--- config.mk ---
export PLATFORM = sky130hd
export DESIGN_NAME = vga_syncgen
export DESIGN_NICKNAME = d
export VERILOG_FILES = /design/src/rtl/vga_syncgen.sv
export SDC_FILE = /design/constraint.sdc
export NUM_CORES = 1
export LEC_CHECK = 0
export BUFFER_PORTS_ARGS = -buffer_cell sky130_fd_sc_hd__buf_2
export CAP_MARGIN = 25
export CORE_AREA = 8 8 82 66
export CTS_CLUSTER_SIZE = 14
export DETAILED_ROUTE_END_ITERATION = 12
export DIE_AREA = 0 0 90 74
export PLACE_DENSITY = 0.7
export REMOVE_ABC_BUFFERS = 1
export SYNTH_ARGS = -nofsm -noshare
export SYNTH_HDL_FRONTEND = slang
export SYNTH_SLANG_ARGS = --single-unit
--- constraint.sdc ---
create_clock -name PCK -period 2.5 [get_ports PCK]
set_clock_uncertainty 0.2 [all_clocks]
set_input_delay 0.25 -clock PCK [delete_from_list [all_inputs] [get_ports PCK]]
set_output_delay 0.25 -clock PCK [all_outputs]
set_load 0.01 [all_outputs]
--- src/rtl/vga_syncgen.sv ---
// vga_syncgen: VGA pixel counters, registered sync/enable decode and frame counter
module vga_syncgen #(
  parameter int H_SYNC_INTERVAL = 800,
  parameter int H_FRONT         = 16,
  parameter int H_WIDTH         = 96,
  parameter int H_BACK          = 48,
  parameter int H_BRANK         = H_FRONT + H_WIDTH + H_BACK,
  parameter int V_SYNC_INTERVAL = 525,
  parameter int V_FRONT         = 10,
  parameter int V_WIDTH         = 2,
  parameter int V_BACK          = 33,
  parameter int V_BRANK         = V_FRONT + V_WIDTH + V_BACK
) (
  input  logic       PCK,
  input  logic       RST,
  output logic [9:0] HCNT,
  output logic [9:0] VCNT,
  output logic       VGA_HS,
  output logic       VGA_VS,
  output logic       DISP_EN,
  output logic       FRAME_START,
  output logic [7:0] FRAME_CNT
);
  localparam logic [9:0] H_LAST  = 10'(H_SYNC_INTERVAL - 1);
  localparam logic [9:0] V_LAST  = 10'(V_SYNC_INTERVAL - 1);
  localparam logic [9:0] HS_LO   = 10'(H_FRONT);
  localparam logic [9:0] HS_HI   = 10'(H_FRONT + H_WIDTH);
  localparam logic [9:0] VS_LO   = 10'(V_FRONT);
  localparam logic [9:0] VS_HI   = 10'(V_FRONT + V_WIDTH);
  localparam logic [9:0] H_ACT   = 10'(H_BRANK);
  localparam logic [9:0] V_ACT   = 10'(V_BRANK);
  logic h_end, v_end;
  assign h_end = HCNT == H_LAST;
  assign v_end = VCNT == V_LAST;
  // counters advance every pixel; sync/enable are decoded from the pre-edge counts so they trail by one PCK
  always_ff @(posedge PCK) begin
    if (RST) begin
      HCNT        <= '0;
      VCNT        <= '0;
      VGA_HS      <= 1'b1;
      VGA_VS      <= 1'b1;
      DISP_EN     <= 1'b0;
      FRAME_START <= 1'b0;
      FRAME_CNT   <= '0;
    end else begin
      HCNT        <= h_end ? '0 : HCNT + 10'd1;
      if (h_end) VCNT <= v_end ? '0 : VCNT + 10'd1;
      VGA_HS      <= !(HCNT >= HS_LO && HCNT < HS_HI);
      VGA_VS      <= !(VCNT >= VS_LO && VCNT < VS_HI);
      DISP_EN     <= HCNT >= H_ACT && VCNT >= V_ACT;
      FRAME_START <= h_end && v_end;
      if (h_end && v_end) FRAME_CNT <= FRAME_CNT + 8'd1;
    end
  end
endmodule

==> results.yml, run 1 <==
run_status:
  status: "completed"
power_and_ir_drop:
  p_leak_uw: 0.0007866
  peakVddDrop_mv: 0.1761
  pwr-share-comb_pct: 3.1
  intPower_uw: 703.2
  power_frac_clock_pct: 39.1
  powerDensity_mw_per_mm2: 465.4
  p_seq_share_pct: 57.8
  p_total_uw: 897.4
  p_sw_uw: 194.3
  sw_frac_of_total_pct: 21.65
yosys:
  seq_area_frac_synth_pct: 40.31
  ys_warn_count: 0
  synth_seq_cells: 32
  synth_top_area_share_pct: 40.31
  synthTopCellsByArea: "dfxtp_1 (40%), ha_1 (6.3%), nor2_1 (5.0%), xnor2_1 (3.9%), xor2_1 (3.9%)"
  yosysTopAreaCell: "dfxtp_1"
  syn_inst: 181
  ys_types: 36
  syn_area_mm2: 0.001589
  avgSynthCellArea_um2: 8.779
finish:
  antenna_cells: 0
  drive_gt1_share_pct: 22.27
  final_cells: 277
  area_delta_synth_final_pct: 21.34
  postLayoutCellArea_mm2: 0.001928
  final_nets: 232
global_routing:
  grt_pass1_vias: 1350
  grt_max_degree: 22
  antenna_found_initial: 0
  grt_pass1_wl_mm: 6.492
  gr-total-overflow: 0
  grt_use_total_pct: 12.04
placed_design:
  hpwl_mm: 2.821
  io_buffers: 33
  place_area_mm2: 0.001854
  gp_congestion: 0.8073
  dp.cells: 272
critical_path:
  crit_type: "reg2reg"
  crit_chain: "nand4b_1 -> nand4bb_1 -> nor4_1 -> mux2_2"
  crit_arrival_ns: 2.28
  worst_ep_required_time_ns: 2.47
  startpoint_type: "flop"
  critPathMaxStageDelay_ns: 0.45
  cp-end-kind: "flop"
  crit_fanout: 7
  cpMaxStageDelayCell: "nand4bb_1"
route:
  drt_wl_total_mm: 3.748
  post_drt_wl_per_cell_um: 13.53
  antenna_left: 0
  drc: 0
  vias_per_cell: 5.101
  first_pass_iters: 4
  drt_iter0_markers: 95
  vias: 1413
timing:
  max_freq_ghz: 0.4329
  min_period_over_period_pct: 92.40
  hold_viol_final: 0
  worst_pin_slew_ns: 0.5207
  min_period_ns: 2.310
  holdWs_ns: 0.1611
  slew_headroom_pct: 64.96
  fin_setup_tns_ns: 0
  report.final.slew_viol_count: 0
  rsz0062_at_grt: "no"
  finalSetupViolations: 0
clock_tree:
  clkTransAtPathRegs_ns: 0.06
  cts_inserted_buffers: 5
  cts_sinks: 32
  ctsHtreeMaxLevel: 2
  cts_hold_buf: 0
  cts-resized-gates: 0
  worstSkewPairLatency_ns: 0.28
  cts-root-buf: "clkbuf_8"
  cts_buffer_depth: 2
  cts_tree: "built"
  cts_setup_buffers: 0
floorplanning:
  initial_utilization_pct: 37.80
  die_y_um: 74
  row_count: 21
  coreArea_mm2: 0.004204
  ios: 34
  die_w_um: 90
  dieArea_mm2: 0.006660
min_path:
  min_path_type: "in2reg"
flow_run:
  maxCapViolCount: 0
[worst paths after layout]
path,slack (ns),endpoint,cells after the start,startpoint
max,0.19,FRAME_CNT[7],4,HCNT[8]
max reg2reg,0.19,FRAME_CNT[7],4,HCNT[8]
min reg2reg,0.30,FRAME_CNT[3],2,FRAME_CNT[3]
min,0.16,HCNT[4],2,RST
[cells in the final DEF, fill, tap and decap left out, types with 5 or more instances in the layout]
cell,count
a21oi_1,9
buf_2,33
buf_4,9
clkbuf_8,5
dfxtp_1,32
ha_1,8
inv_1,9
nand2_1,7
nand3_1,12
nand4_1,5
nor2_1,21
nor4_1,6
o31ai_1,6
or4_1,8
xnor2_1,7
xor2_1,7
[synthesized netlist by cell type (all sizes together)]
| master | instances |
|---|---|
| a211oi | 2 |
| o21bai | 1 |
| o21ai | 4 |
| inv | 9 |
| dfxtp | 32 |
| nand3 | 12 |
| ha | 8 |
| nand2b | 2 |
| xnor2 | 7 |
| nor2 | 21 |
| mux2 | 1 |
| clkbuf | 6 |
| nand2 | 7 |
| nor3b | 1 |
| and2 | 2 |
| nand4b | 1 |
| a2111oi | 1 |
| or4b | 1 |
| or4 | 8 |
| or2 | 1 |
| and4 | 1 |
| nor2b | 1 |
| nor4b | 1 |
| o31ai | 6 |
| nor4 | 6 |
| o2111ai | 1 |
| nor3 | 3 |
| or3 | 2 |
| mux2i | 3 |
| a21oi | 9 |
| nand4 | 5 |
| buf | 2 |
| and3 | 4 |
| nand4bb | 3 |
| xor2 | 7 |
[registers in the layout, summed over array words and instances, names as in the netlist]
signal and flops:
HCNT 10, VCNT 10, FRAME_CNT 8, DISP_EN 1, FRAME_START 1, VGA_HS 1
VGA_VS 1
[power groups by stage]
stage | clock (uW) | sequential (uW) | combinational [uW]
floorplan | 0 | 532 | 12.2
global placement | 0 | 530 | 28.2
detailed placement | 0 | 530 | 27.8
CTS | 358 | 519 | 28.1
global route | 380 | 520 | 31.4
finish | 351 | 519 | 27.4
[critical path, delay by kind of cell (launching register included)]
kind	cells	cell delay [ns]
DFF	1	0.43
muxes	1	0.38
and+or+nand+nor	3	1.20
[cell families (layout without fill, tap and decap cells)]
group	Yosys count	count (layout)	share of synthesized area (%)
mux	4	4	2.598
xor+xnor	14	14	7.717
fa+ha+maj	8	8	6.299
flops	32	32	40.31
simple gates	82	82	29.06
buf+inv	17	56	4.566
compound gates	24	24	9.449
[layout make-up]
type / instances / area, um^2
repair buffers: 42 / 232.7
inverters: 9 / 33.78
flip-flops and latches: 32 / 640.6
multi-input cells: 132 / 880.8
well taps: 57 / 71.32
clock buffers: 5 / 68.82
fillers: 424 / 2276
[metal layers]
layer  GRT usage (%)  up-vias  share of wire [%]
met3           4.133        5                6.2
li1                -      729                  -
met2           17.92       37                 43
met1           15.37      642                 49
met5               0        -                  0
met4           5.882        0                1.5
[through the flow]
step	setup WS, ns	util (%)
floorplan	0.1942	-
global placement	0.1892	44.11
detailed placement	0.1006	44.11
CTS	0.07976	45.74
global route	0.01555	45.86
finish	0.1899	45.86
Note: power is estimated with default switching activity, not from simulation.
==> run 2: changes to the inputs <==
--- a/config.mk
+++ b/config.mk
@@ -12,7 +12,6 @@
 export DETAILED_ROUTE_END_ITERATION = 12
 export DIE_AREA = 0 0 90 74
 export PLACE_DENSITY = 0.7
-export REMOVE_ABC_BUFFERS = 1
 export SYNTH_ARGS = -nofsm -noshare
 export SYNTH_HDL_FRONTEND = slang
 export SYNTH_SLANG_ARGS = --single-unit
==> results.yml, run 2 (synthesized netlist as in run 1, its figures left out) <==
timing:
  report.final.slew_viol_count: 0
  hold_viol_final: 0
  rsz0062_at_grt: "no"
  finalSetupViolations: 0
  max_freq_ghz: 0.4358
  min_period_ns: 2.295
  slew_headroom_pct: 68.08
  min_period_over_period_pct: 91.79
  worst_pin_slew_ns: 0.4722
  fin_setup_tns_ns: 0
flow_run:
  maxCapViolCount: 0
floorplanning:
  coreArea_mm2: 0.004204
  die_y_um: 74
  row_count: 21
  initial_utilization_pct: 37.80
  dieArea_mm2: 0.006660
  ios: 34
  die_w_um: 90
power_and_ir_drop:
  intPower_uw: 820.7
  p_sw_uw: 208.1
  p_leak_uw: 0.0008204
  peakVddDrop_mv: 0.2753
  sw_frac_of_total_pct: 20.22
  power_frac_clock_pct: 46.7
  powerDensity_mw_per_mm2: 517.1
  p_seq_share_pct: 50.4
  pwr-share-comb_pct: 2.9
global_routing:
  grt_pass1_vias: 1397
  grt_pass1_wl_mm: 6.575
  antenna_found_initial: 0
  gr-total-overflow: 0
  grt_use_total_pct: 12.40
  grt_max_degree: 22
critical_path:
  cp-end-kind: "flop"
  worst_r2r_endpoint: "VCNT[8]"
  reg2reg_slack_ns: 0.21
  crit_start: "HCNT[1]"
  startpoint_type: "flop"
  cp.depth: 5
  crit_arrival_ns: 2.31
  reg2reg_from: "HCNT[1]"
  endpoint: "VCNT[8]"
  cp_num_buf_inv: 0
  crit_chain: "ha_1 -> nand3_1 -> or3_4 -> or4_1 -> a21oi_1"
  critPathMaxStageDelay_ns: 0.54
  worst_ep_required_time_ns: 2.51
  cp_top_family: "simple AND/OR/NAND/NOR gates"
  cpMaxStageDelayCell: "or3_4"
  r2r_cells: 5
  crit_type: "reg2reg"
  crit_fanout: 17
clock_tree:
  cts_inserted_buffers: 5
  ctsHtreeMaxLevel: 2
  clkTransAtPathRegs_ns: 0.07
  cts_tree: "built"
  cts_sinks: 32
  cts_hold_buf: 0
  cts_buffer_depth: 2
  worstSkewPairLatency_ns: 0.29
  cts-root-buf: "clkbuf_8"
finish:
  fin_util_pct: 47.32
  nFillCells: 419
  final_common_cell: "buf_2"
  final_nets: 235
  area_delta_synth_final_pct: 25.20
  top_regs: "HCNT x10, VCNT x10, FRAME_CNT x8"
  antenna_cells: 0
  drive_gt1_share_pct: 23.89
  final_cells: 283
  layout_common_cells: "buf_2 (33), dfxtp_1 (32), nor2_1 (21), nand3_1 (12), buf_4 (12)"
run_status:
  status: "completed"
route:
  vias: 1438
  drt_iter0_markers: 55
  vias_per_cell: 5.081
  post_drt_wl_per_cell_um: 13.59
  first_pass_iters: 4
  drt_wl_total_mm: 3.847
  antenna_left: 0
  drc: 0
yosys:
  synth_fp_nets: 191
min_path:
  min_path_type: "in2reg"
placed_design:
  dp.cells: 275
  hpwl_mm: 2.805
  gp_congestion: 0.8481
  io_buffers: 33
[run 2: cell types whose count changed in the layout (fill, tap and decap cells not counted), sizes merged]
cell	before	now
buf	42	45
bufinv	0	1
clkinv	0	1
clkbuf	5	6
[run 2: how the worst min path moves through the flow]
stage / from / endpoint / slack [ns] / depth (start not counted)
floorplan: RST / VGA_HS / 0.23 / 3
global placement: FRAME_CNT[3] / FRAME_CNT[3] / 0.28 / 2
detailed placement: FRAME_CNT[6] / FRAME_CNT[6] / 0.29 / 2
CTS: RST / HCNT[6] / 0.14 / 2
global route: RST / HCNT[6] / 0.15 / 2
finish: RST / HCNT[6] / 0.15 / 2
[run 2: repair_timing]
item / CTS / global route
setup buffers: 0 / 0
hold endpoints to repair: 0 / 0
resized for setup: 0 / 1
endpoints found under the setup margin: 0 / 6
[run 2: cell type report]
class                           instances  area [um^2]  share of cell area, %
Inverter                                9        33.78                  1.698
Multi-Input combinational cell        132        880.8                  44.28
Tap cell                               57        71.32                  3.585
Sequential cell                        32        640.6                  32.20
Timing Repair Buffer                   45        255.2                  12.83
Clock buffer                            6        72.57                  3.648
Clock inverter                          2        35.03                  1.761
[run 2: stage by stage]
step | instance area, um^2 | total power, uW | hold WS [ns] | setup WS (ns)
after floorplan | 1589 | 547.5 | 0.2333 | 0.2871
after global placement | 1877 | 559.0 | 0.2819 | 0.1515
after detailed placement | 1877 | 559.5 | 0.2859 | 0.08175
after CTS | 1984 | 1048 | 0.1427 | 0.06130
after global routing | 1989 | 1073 | 0.1494 | 0.08560
final | 1989 | 1029 | 0.1469 | 0.2053
[run 2: worst register-to-register path: cells and delay by family (launching register included)]
family          cells  cell delay [ns]
compound gates      1             0.17
fa+ha+maj           1             0.22
flops               1             0.38
simple gates        3             1.25
[run 2: routing by layer]
layer	global-route usage (%)	routed length [um]	up-vias
li1	-	-	742
met1	14.80	1932	659
met2	19.22	1626	30
met3	5.242	229	7
met4	5.699	59	0
met5	0	0	-
[run 2: power groups by stage]
stage | clock network (uW) | logic, uW | registers [uW]
3_3_place_gp | 0 | 29.8 | 529
4_1_cts | 499 | 30.7 | 518
3_5_place_dp | 0 | 30.1 | 529
2_1_floorplan | 0 | 15.7 | 532
6_report | 481 | 30.0 | 518
5_1_grt | 520 | 34.6 | 519
